<file path="config.mk">
export PLATFORM = sky130hd
export DESIGN_NAME = reg_bus_arbiter
export DESIGN_NICKNAME = d
export VERILOG_FILES = /design/src/rtl/reg_bus_arbiter_pkg.sv /design/src/rtl/reg_arb_rr2.sv /design/src/rtl/reg_bus_arbiter.sv
export SDC_FILE = /design/constraint.sdc
export NUM_CORES = 1
export LEC_CHECK = 0
export ABC_CLOCK_PERIOD_IN_PS = 2750
export CORE_ASPECT_RATIO = 0.5
export CORE_MARGIN = 2
export CORE_UTILIZATION = 40
export DETAILED_ROUTE_END_ITERATION = 7
export MAX_ROUTING_LAYER = met4
export PLACE_DENSITY_LB_ADDON = 0.1
export SYNTH_ARGS = -nofsm -noshare
export SYNTH_HDL_FRONTEND = slang
export SYNTH_SLANG_ARGS = --single-unit
export TNS_END_PERCENT = 5
</file>
<file path="constraint.sdc">
create_clock -name usb_clk -period 2.75 [get_ports usb_clk]
set_input_delay 0.6875 -clock usb_clk [delete_from_list [all_inputs] [get_ports usb_clk]]
set_output_delay 0.6875 -clock usb_clk [all_outputs]
set_load 0.01 [all_outputs]
</file>
<file path="src/rtl/reg_bus_arbiter_pkg.sv">
`default_nettype none
// ============================================================================
//  Module   : reg_bus_arbiter_pkg
//  Brief    : Shared types and constants for the register bus arbiter:
//             FSM state encodings, master IDs and default read latency.
//  Revision : 1.0  initial release
// ============================================================================
package reg_bus_arbiter_pkg;

    // Arbiter FSM states, explicitly encoded
    typedef enum logic [2:0] {
        c_ST_IDLE  = 3'd0,
        c_ST_SETUP = 3'd1,
        c_ST_XFER  = 3'd2,
        c_ST_DRAIN = 3'd3,
        c_ST_DONE  = 3'd4
    } arb_state_t;

    // Master identifiers
    localparam logic c_M0 = 1'b0;   // USB front-end
    localparam logic c_M1 = 1'b1;   // internal configuration sequencer

    // Read latency of a registered-read slave
    localparam int c_DEFAULT_READ_LATENCY = 1;

endpackage
`default_nettype wire

</file>
<file path="src/rtl/reg_arb_rr2.sv">
`default_nettype none
// ============================================================================
//  Module   : reg_arb_rr2
//  Brief    : Two-way round-robin grant. Grants only while enabled; when both
//             masters request, the one not granted last wins. After reset the
//             last-grant register points at M1 so that M0 wins first.
//  Revision : 1.0  initial release
// ============================================================================
module reg_arb_rr2
    import reg_bus_arbiter_pkg::*;
(
    input  logic       clk,
    input  logic       rst,
    input  logic [1:0] i_req,
    input  logic       i_en,
    output logic [1:0] o_grant
);

    logic       r_last;     // ID of the most recently granted master
    logic [1:0] w_grant;

    // One-hot grant decision from the current requests and last winner
    always_comb begin
        w_grant = 2'b00;
        if (i_en) begin
            case (i_req)
                2'b01:   w_grant = 2'b01;
                2'b10:   w_grant = 2'b10;
                2'b11:   w_grant = (r_last == c_M0) ? 2'b10 : 2'b01;
                default: w_grant = 2'b00;
            endcase
        end
    end

    // Remember who won so the other master is favoured next time
    always_ff @(posedge clk or posedge rst) begin
        if (rst) begin
            r_last <= c_M1;
        end else if (w_grant != 2'b00) begin
            r_last <= w_grant[1];
        end
    end

    assign o_grant = w_grant;

endmodule
`default_nettype wire

</file>
<file path="src/rtl/reg_bus_arbiter.sv">
`default_nettype none
// ============================================================================
//  Module   : reg_bus_arbiter
//  Brief    : Burst-granular round-robin arbiter sharing the byte-serial
//             register bus between m0 (USB front-end) and m1 (config
//             sequencer). Drives address/bytecnt/strobes toward the trace
//             register block and returns read bytes to the owning master.
//             Optional macro REG_ARB_TIMEOUT_EN adds a write-stall watchdog
//             that aborts a stalled write burst with done+err.
//  Revision : 1.0  initial release
// ============================================================================
module reg_bus_arbiter
    import reg_bus_arbiter_pkg::*;
#(
    parameter int pBYTECNT_SIZE = 7,
    parameter int pREAD_LATENCY = c_DEFAULT_READ_LATENCY,
    parameter int pTIMEOUT      = 255
)(
    input  logic                     usb_clk,
    input  logic                     reset_i,
    // master 0
    input  logic                     m0_req,
    input  logic                     m0_we,
    input  logic [7:0]               m0_addr,
    input  logic [pBYTECNT_SIZE-1:0] m0_len,
    input  logic [7:0]               m0_wdata,
    input  logic                     m0_wvalid,
    output logic                     m0_wready,
    output logic [7:0]               m0_rdata,
    output logic                     m0_rvalid,
    output logic                     m0_done,
    output logic                     m0_err,
    // master 1
    input  logic                     m1_req,
    input  logic                     m1_we,
    input  logic [7:0]               m1_addr,
    input  logic [pBYTECNT_SIZE-1:0] m1_len,
    input  logic [7:0]               m1_wdata,
    input  logic                     m1_wvalid,
    output logic                     m1_wready,
    output logic [7:0]               m1_rdata,
    output logic                     m1_rvalid,
    output logic                     m1_done,
    output logic                     m1_err,
    // slave register bus
    output logic [7:0]               reg_address,
    output logic [pBYTECNT_SIZE-1:0] reg_bytecnt,
    output logic [7:0]               write_data,
    output logic                     reg_write,
    output logic                     reg_read,
    output logic                     reg_addrvalid,
    input  logic [7:0]               read_data,
    output logic                     busy
);

    localparam logic [pBYTECNT_SIZE-1:0] c_BC_ONE = pBYTECNT_SIZE'(1);
    localparam logic [1:0] c_DRAIN_LAST =
        (pREAD_LATENCY > 0) ? 2'(pREAD_LATENCY - 1) : 2'd0;

    arb_state_t                 r_state;
    logic                       r_owner;
    logic                       r_we;
    logic [7:0]                 r_addr;
    logic [pBYTECNT_SIZE-1:0]   r_len;
    logic [pBYTECNT_SIZE-1:0]   r_bytecnt;
    logic                       r_addrvalid;
    logic [1:0]                 r_drain_cnt;

    logic [1:0]                 w_grant;
    logic                       w_owner_wvalid;
    logic [7:0]                 w_owner_wdata;
    logic                       w_wr_accept;
    logic                       w_rd_strobe;
    logic                       w_last;
    logic                       w_ret_valid;
    logic                       w_done_err;

`ifdef REG_ARB_TIMEOUT_EN
    localparam int c_STALL_W = (pTIMEOUT > 1) ? $clog2(pTIMEOUT + 1) : 1;
    localparam logic [c_STALL_W-1:0] c_STALL_LAST = c_STALL_W'(pTIMEOUT - 1);
    logic [c_STALL_W-1:0]       r_stall_cnt;
    logic                       r_err;
`else
    // The watchdog limit has no effect when the watchdog is not built
    localparam logic c_ERR_TIE = 1'b0 && (pTIMEOUT > 0);
`endif

    reg_arb_rr2 u_rr (
        .clk     (usb_clk),
        .rst     (reset_i),
        .i_req   ({m1_req, m0_req}),
        .i_en    (r_state == c_ST_IDLE),
        .o_grant (w_grant)
    );

    assign w_owner_wvalid = r_owner ? m1_wvalid : m0_wvalid;
    assign w_owner_wdata  = r_owner ? m1_wdata  : m0_wdata;
    assign w_wr_accept    = (r_state == c_ST_XFER) && r_we && w_owner_wvalid;
    assign w_rd_strobe    = (r_state == c_ST_XFER) && !r_we;
    assign w_last         = (r_bytecnt == (r_len - c_BC_ONE));

    // Read-return valid: a reg_read delayed by the slave latency
    generate
        if (pREAD_LATENCY == 0) begin : g_lat0
            assign w_ret_valid = w_rd_strobe;
        end else begin : g_latn
            logic [pREAD_LATENCY-1:0] r_rd_pipe;

            // Shift strobes toward the return port; reset flushes in-flight reads
            always_ff @(posedge usb_clk or posedge reset_i) begin
                if (reset_i) begin
                    r_rd_pipe <= '0;
                end else begin
                    r_rd_pipe[0] <= w_rd_strobe;
                    for (int i = 1; i < pREAD_LATENCY; i++) begin
                        r_rd_pipe[i] <= r_rd_pipe[i-1];
                    end
                end
            end

            assign w_ret_valid = r_rd_pipe[pREAD_LATENCY-1];
        end
    endgenerate

    // Burst sequencer: grant latch, byte counting and state transitions
    always_ff @(posedge usb_clk or posedge reset_i) begin
        if (reset_i) begin
            r_state     <= c_ST_IDLE;
            r_owner     <= c_M0;
            r_we        <= 1'b0;
            r_addr      <= 8'h00;
            r_len       <= '0;
            r_bytecnt   <= '0;
            r_addrvalid <= 1'b0;
            r_drain_cnt <= 2'd0;
`ifdef REG_ARB_TIMEOUT_EN
            r_stall_cnt <= '0;
            r_err       <= 1'b0;
`endif
        end else begin
            case (r_state)
                c_ST_IDLE: begin
                    if (w_grant != 2'b00) begin
                        r_owner     <= w_grant[1];
                        r_we        <= w_grant[1] ? m1_we   : m0_we;
                        r_addr      <= w_grant[1] ? m1_addr : m0_addr;
                        r_len       <= w_grant[1] ? m1_len  : m0_len;
                        r_bytecnt   <= '0;
                        r_addrvalid <= 1'b1;
                        r_state     <= c_ST_SETUP;
`ifdef REG_ARB_TIMEOUT_EN
                        r_stall_cnt <= '0;
                        r_err       <= 1'b0;
`endif
                    end
                end

                c_ST_SETUP: begin
                    if (r_len != '0) begin
                        r_state <= c_ST_XFER;
                    end else begin
                        r_addrvalid <= 1'b0;
                        r_state     <= c_ST_DONE;
                    end
                end

                c_ST_XFER: begin
                    if (r_we) begin
                        if (w_wr_accept) begin
`ifdef REG_ARB_TIMEOUT_EN
                            r_stall_cnt <= '0;
`endif
                            if (w_last) begin
                                r_bytecnt   <= '0;
                                r_addrvalid <= 1'b0;
                                r_state     <= c_ST_DONE;
                            end else begin
                                r_bytecnt <= r_bytecnt + c_BC_ONE;
                            end
                        end
`ifdef REG_ARB_TIMEOUT_EN
                        else if (r_stall_cnt == c_STALL_LAST) begin
                            // Master stopped feeding bytes: abandon the burst
                            r_err       <= 1'b1;
                            r_bytecnt   <= '0;
                            r_addrvalid <= 1'b0;
                            r_state     <= c_ST_DONE;
                        end else begin
                            r_stall_cnt <= r_stall_cnt + c_STALL_W'(1);
                        end
`endif
                    end else begin
                        if (w_last) begin
                            if (pREAD_LATENCY == 0) begin
                                r_bytecnt   <= '0;
                                r_addrvalid <= 1'b0;
                                r_state     <= c_ST_DONE;
                            end else begin
                                r_drain_cnt <= 2'd0;
                                r_state     <= c_ST_DRAIN;
                            end
                        end else begin
                            r_bytecnt <= r_bytecnt + c_BC_ONE;
                        end
                    end
                end

                c_ST_DRAIN: begin
                    // Address stays valid until the last read byte is returned
                    if (r_drain_cnt == c_DRAIN_LAST) begin
                        r_bytecnt   <= '0;
                        r_addrvalid <= 1'b0;
                        r_state     <= c_ST_DONE;
                    end else begin
                        r_drain_cnt <= r_drain_cnt + 2'd1;
                    end
                end

                c_ST_DONE: begin
                    r_state <= c_ST_IDLE;
                end

                default: begin
                    r_state <= c_ST_IDLE;
                end
            endcase
        end
    end

`ifdef REG_ARB_TIMEOUT_EN
    assign w_done_err = r_err;
`else
    assign w_done_err = c_ERR_TIE;
`endif

    // Slave side
    assign reg_address   = r_addr;
    assign reg_bytecnt   = r_bytecnt;
    assign reg_addrvalid = r_addrvalid;
    assign reg_write     = w_wr_accept;
    assign reg_read      = w_rd_strobe;
    assign write_data    = w_wr_accept ? w_owner_wdata : 8'h00;
    assign busy          = (r_state != c_ST_IDLE);

    // Master side: only the owner ever sees activity
    assign m0_wready = w_wr_accept && (r_owner == c_M0);
    assign m1_wready = w_wr_accept && (r_owner == c_M1);
    assign m0_rvalid = w_ret_valid && (r_owner == c_M0);
    assign m1_rvalid = w_ret_valid && (r_owner == c_M1);
    assign m0_rdata  = m0_rvalid ? read_data : 8'h00;
    assign m1_rdata  = m1_rvalid ? read_data : 8'h00;
    assign m0_done   = (r_state == c_ST_DONE) && (r_owner == c_M0);
    assign m1_done   = (r_state == c_ST_DONE) && (r_owner == c_M1);
    assign m0_err    = m0_done && w_done_err;
    assign m1_err    = m1_done && w_done_err;

endmodule
`default_nettype wire

</file>
=== After elaboration in Yosys (flattened, before gate mapping) ===
Cells that the tools add are included.

* Word-level logic and storage cells: 94
* Register bits after elaboration: 32

* Muxes and demuxes: 37
* Equality and inequality tests: 20
* Reduce and logical (&&, ||, !) cells: 23
* Bitwise gates (word level): 1
* Add/sub/neg operators: 3

{| class="wikitable"
|+ Operator list
! operator !! count
|-
| 7-bit 2-to-1 mux || 7
|-
| 8-bit 2-to-1 mux || 5
|-
| 3-bit 2-to-1 mux || 7
|-
| 7-bit one-hot mux with 3 select lines || 1
|-
| 2-bit inequality test (second input constant) || 8
|-
| 3-bit inequality test (second input constant) || 4
|-
| 3-bit one-hot mux with 4 select lines || 1
|-
| 2-bit 2-to-1 mux || 5
|-
| 5-bit AND reduction || 2
|-
| 1-bit logical AND || 9
|-
| 1-bit 2-to-1 mux || 8
|-
| 7-bit by 1-bit adder with 7-bit output (second input constant) || 1
|-
| 7-bit equality test || 1
|-
| 7-bit AND reduction || 1
|-
| 7-bit nonzero test || 1
|-
| 7-bit by 1-bit subtractor with 7-bit output (second input constant) || 1
|-
| 3-bit by 2-bit equality test with 1-bit output (second input constant) || 2
|-
| 2-bit one-hot mux with 3 select lines || 1
|-
| 3-bit nonzero test || 2
|-
| 2-bit equality test (second input constant) || 2
|-
| 1-bit one-hot mux with 4 select lines || 1
|-
| 2-bit one-hot mux with 2 select lines || 1
|-
| 4-bit AND reduction || 1
|-
| 2-bit nonzero test || 2
|-
| other kinds (10) || 10
|}

=== Longest topological paths before layout ===
* Depth after elaboration: 6
* Mapped depth: 8

=== Modules after synthesis ===
A second synthesis with hierarchy kept.

* Cells, all modules: 241
* Area, all modules: 2118.3 µm²

{| class="wikitable"
|+ By module, submodules not included
! module !! area each (µm²) !! cells an instance !! sequential area each (µm²) !! instances
|-
| reg_bus_arbiter || 2052.0 || 232 || 775.7 || 1
|-
| reg_arb_rr2 || 66.3 || 9 || 26.3 || 1
|}

=== Worst setup path before layout ===
OpenSTA, ideal clock, no wires.

* Kind: register -> output
* Start: register r_state[2]
* End: output port write_data[0]
* Cell stages (with the launch flop): 6
* Required time: 2062 ps
* Data arrival time: 1942 ps
* Slack: 121 ps
* Cell sequence: dfrtp_1 -> clkbuf_1 -> nor3b_1 -> nand2_1 -> nor3b_2 -> a22o_1

* Longest elaborated chain between the ends: 4

{| class="wikitable"
|+ Ends and longest elaborated chain
! element !! line !! source
|-
| from (decl) || reg_bus_arbiter.sv:60 || <nowiki>arb_state_t r_state;</nowiki>
|-
| from (signal assigned) || reg_bus_arbiter.sv:128 || <nowiki>r_state <= c_ST_IDLE;</nowiki>
|-
| from (signal assigned) || reg_bus_arbiter.sv:150 || <nowiki>r_state <= c_ST_SETUP;</nowiki>
|-
| from (signal assigned) || reg_bus_arbiter.sv:160 || <nowiki>r_state <= c_ST_XFER;</nowiki>
|-
| 3-bit by 2-bit equality test with 1-bit output || reg_bus_arbiter.sv:98 || <nowiki>assign w_wr_accept = (r_state == c_ST_XFER) && r_we && w_owner_wvalid;</nowiki>
|-
| 1-bit logical AND (2 in a row) || reg_bus_arbiter.sv:98 ||
|-
| 8-bit 2-to-1 mux || reg_bus_arbiter.sv:242 || <nowiki>assign write_data = w_wr_accept ? w_owner_wdata : 8'h00;</nowiki>
|-
| to (decl) || reg_bus_arbiter.sv:48 || <nowiki>output logic [7:0] write_data,</nowiki>
|}

No other way between the ends.

=== Worst setup path after layout ===
* Start: register r_state[2]
* End: output port reg_read

* Longest elaborated chain between the ends: 2

{| class="wikitable"
|+ Ends and longest elaborated chain
! element !! line !! source
|-
| 3-bit by 2-bit equality test with 1-bit output || reg_bus_arbiter.sv:99 || <nowiki>assign w_rd_strobe = (r_state == c_ST_XFER) && !r_we;</nowiki>
|-
| 1-bit logical AND || reg_bus_arbiter.sv:99 ||
|-
| to (decl) || reg_bus_arbiter.sv:50 || <nowiki>output logic reg_read,</nowiki>
|}

No other way between the ends.

==> metrics.cfg <==
[yosys]
yosysWarnings=0
synth_simple_gate_area_share_pct=23.4
synthArstFlopShare_pct=100
yosys.area_share.adder_pct=2.32
synth.avg_cell_area_sq_um=8.93
synth-seq-area-share_pct=37.2
syn-cell-area_sq_um=2150
synth_enable_flop_cells=0
synth_mux_area_share_pct=8.95
netlist.top_cell.by_area=sky130_fd_sc_hd__dfrtp_1
synth_xor_area_share_pct=3.66
ys_dominant_reg_cell=sky130_fd_sc_hd__dfrtp_1
count_of_distinct_cell_types_in_the_synthesized_netlist=47
netlist_top_cells_count=sky130_fd_sc_hd__dfrtp_1, sky130_fd_sc_hd__nor2_1, sky130_fd_sc_hd__a21oi_1, sky130_fd_sc_hd__mux2i_1, sky130_fd_sc_hd__nand2_1
netlist_instances=241
synth_compound_gate_area_share_pct=18.5
dominant_combinational_cell_family_by_area_after_synthesis=simple AND/OR/NAND/NOR gates
top_area_cell_type_share_of_the_netlist_area_pct=36.0
synth_area_leaders=sky130_fd_sc_hd__dfrtp_1, sky130_fd_sc_hd__mux2i_1, sky130_fd_sc_hd__nor2_1, sky130_fd_sc_hd__a21oi_1, sky130_fd_sc_hd__a22o_1
yosys_register_bits=32

[layout]
post_route_cells_drive_above_1_share_pct=11.8
n_fill_cell=416
syn2layout_area_growth_pct=61.9
fin_cells=434
multiInputGateArea_sq_um=1240
fin_nets=429
num_antenna_cells=0
sequential_cell_area_sq_um=802
post_route_cell_area_sq_um=3490

[setup_path]
reg2reg_to=reg_bytecnt[0]$_DFFE_PP0P_
required_ns=2.06
setup.worst_path.end=reg_read
rr_worst_depth=8
worst_setup_path_start_kind=flop
worst-endpoint-arrival_ns=1.99
r2r_start=r_len[0]$_DFFE_PP0P_
path_class=reg -> out
reg2reg_setup_slack_ns=0.32
origin_of_the_worst_setup_path=r_state[2]$_DFFE_PP0P_
timing.critical_path.fanout_max=9
endpoint_kind=output pin

[clocking]
clk_transition_reported_paths_ns=0.06
cts_htree_levels=2
cts_buffers=5
cts_tree=built
cts_num_sinks=32
cts.root.buffer_cell=sky130_fd_sc_hd__clkbuf_8
clockBufferDepth=2
postCtsSetupBuffers=0
clk_latency_ns=0.29

[place]
finalWeightedCongestion=0.846
placement.setup.worst_slack_ns=-0.149
io_buffers=110
postPlaceCellArea_sq_um=3400
numPlacedInstances=426
hpwl_reported_at_the_end_of_detailed_placement_um=4910

[run_status]
status=finished clean

[die]
core_sq_um=5040
core.rowCount=18
initial_core_util_pct=42.7
die_w_um=108
boundaryPins=113
chipHeight_um=55.9
fp.dieArea_sq_um=6020

[timing]
report.final.hold_viol_count=0
finalMaxSlewViolations=0
max_clock_freq_mhz=374
finalClockSkew_ns=0.00669
period_needed_ns=2.67
setup_viol=0
period_share_pct=97.2
final_worst_setup_slack_ns=0.0766

[global_routing]
global_route_wire_length_before_repair_um=10200
overflow=0
antenna_found_initial=0
first_global_vias=2058
grt_usage_pct=22.2
grt_max_degree=34

[pwr]
total_leakage_power_nw=1.60
pwr_density_cell_nw_per_um2=793
worst_ir_drop_on_vdd_mv=0.429

[detailed_routing]
antenna_violating_nets_post_route=0
first_pass_iters=4
routed_wire_length_per_instance_um=14.7
drc=0
route.final.wire_length_um=6360
avgViaCountPerCell=5.12
first_iter_violations=106
vias_after_detailed_routing=2222

[min_path]
worst_hold_path_type=reg -> reg

[flow_run]
max-cap-violations=0

[cells in the final DEF (no fill, tap or decap), types with 4 or more instances in the layout]
cell type / Yosys / final
sky130_fd_sc_hd__a21oi_1: 22 / 22
sky130_fd_sc_hd__a22o_1: 9 / 9
sky130_fd_sc_hd__and2_1: 9 / 9
sky130_fd_sc_hd__and3_1: 8 / 8
sky130_fd_sc_hd__buf_4: 4 / 19
sky130_fd_sc_hd__clkbuf_8: 0 / 6
sky130_fd_sc_hd__clkdlybuf4s50_1: 0 / 99
sky130_fd_sc_hd__dfrtp_1: 31 / 31
sky130_fd_sc_hd__dlygate4sd2_1: 0 / 10
sky130_fd_sc_hd__ha_1: 4 / 4
sky130_fd_sc_hd__inv_1: 9 / 9
sky130_fd_sc_hd__mux2i_1: 17 / 17
sky130_fd_sc_hd__nand2_1: 13 / 13
sky130_fd_sc_hd__nand3_1: 9 / 9
sky130_fd_sc_hd__nor2_1: 31 / 29
sky130_fd_sc_hd__nor3b_1: 5 / 5
sky130_fd_sc_hd__o21ai_0: 8 / 8
sky130_fd_sc_hd__xor2_1: 6 / 6
[cell type report]
| cell class | instances | share of cell area [%] |
|---|---|---|
| clock buffers | 8 | 2.58 |
| inverters | 9 | 0.969 |
| multi-input cells | 186 | 35.6 |
| flip-flops and latches | 32 | 23.0 |
| well taps | 70 | 2.51 |
| repair buffers | 129 | 35.4 |
[repair_timing]
action	in CTS	in global routing
setup endpoints to repair	12	2
resized for setup	11	2
hold endpoints to repair	0	0
hold buffers	0	0
cloned	0	0
[worst max-delay path, stage by stage, from the launching register on]
cell and delay (ns):
sky130_fd_sc_hd__dfrtp_1 0.38, sky130_fd_sc_hd__buf_4 0.16, sky130_fd_sc_hd__or3b_2 0.48, sky130_fd_sc_hd__nor2_2 0.13
sky130_fd_sc_hd__clkdlybuf4s50_1 0.55
[layer usage]
| metal | vias up | global-route usage [%] | routed length [um] |
|---|---|---|---|
| met3 | 4 | 4.33 | 519 |
| li1 | 1097 | - | - |
| met4 | 0 | 5.13 | 47 |
| met1 | 1011 | 30.0 | 2970 |
| met2 | 110 | 34.8 | 2820 |
| met5 | - | - | 0 |
[flip-flops by register name, indices dropped and copies added, names as in the netlist]
name and flops:
g_latn.r_rd_pipe 1, r_drain_cnt 2, r_len 7, r_owner 1, r_state 3, r_we 1
reg_address 8, reg_addrvalid 1, reg_bytecnt 7, u_rr.r_last 1
[worst min path at each step]
stage / from / end / slack (ns) / depth (start not counted)
4_1_cts: u_rr.r_last$_DFFE_PP1P_ / u_rr.r_last$_DFFE_PP1P_ / 0.50 / 2
3_3_place_gp: u_rr.r_last$_DFFE_PP1P_ / u_rr.r_last$_DFFE_PP1P_ / 0.47 / 2
3_5_place_dp: u_rr.r_last$_DFFE_PP1P_ / u_rr.r_last$_DFFE_PP1P_ / 0.48 / 2
2_1_floorplan: u_rr.r_last$_DFFE_PP1P_ / u_rr.r_last$_DFFE_PP1P_ / 0.46 / 2
5_1_grt: u_rr.r_last$_DFFE_PP1P_ / u_rr.r_last$_DFFE_PP1P_ / 0.53 / 2
6_report: u_rr.r_last$_DFFE_PP1P_ / u_rr.r_last$_DFFE_PP1P_ / 0.50 / 2
[cell families (layout without fill, tap and decap cells)]
group / Yosys count / in the layout
buffers and inverters: 24 / 146
XOR/XNOR: 9 / 9
flip-flops: 32 / 32
AO/OA/AOI/OAI: 55 / 55
AND/OR/NAND/NOR: 97 / 97
multiplexers: 19 / 19
other: 1 / 2
adder cells (fa/ha/maj): 4 / 4
[metrics by stage]
stage / setup TNS [ns] / util, % / hold slack [ns] / power, mW
3_3_place_gp: -0.858 / 67.4 / 0.473 / 2.35
3_5_place_dp: -1.09 / 67.4 / 0.483 / 2.40
4_1_cts: 0 / 69.0 / 0.496 / 2.77
6_report: 0 / 69.1 / 0.502 / 2.77
5_1_grt: -0.0175 / 69.1 / 0.528 / 2.97
2_1_floorplan: 0 / - / 0.458 / 1.70
[where the power goes]
part           switching [mW]  leakage [nW]  internal (mW)
clock network           0.175        0.0455          0.204
registers               0.178         0.386          0.654
logic                   0.761          1.16          0.794
Power figures use the tool's default switching activity.
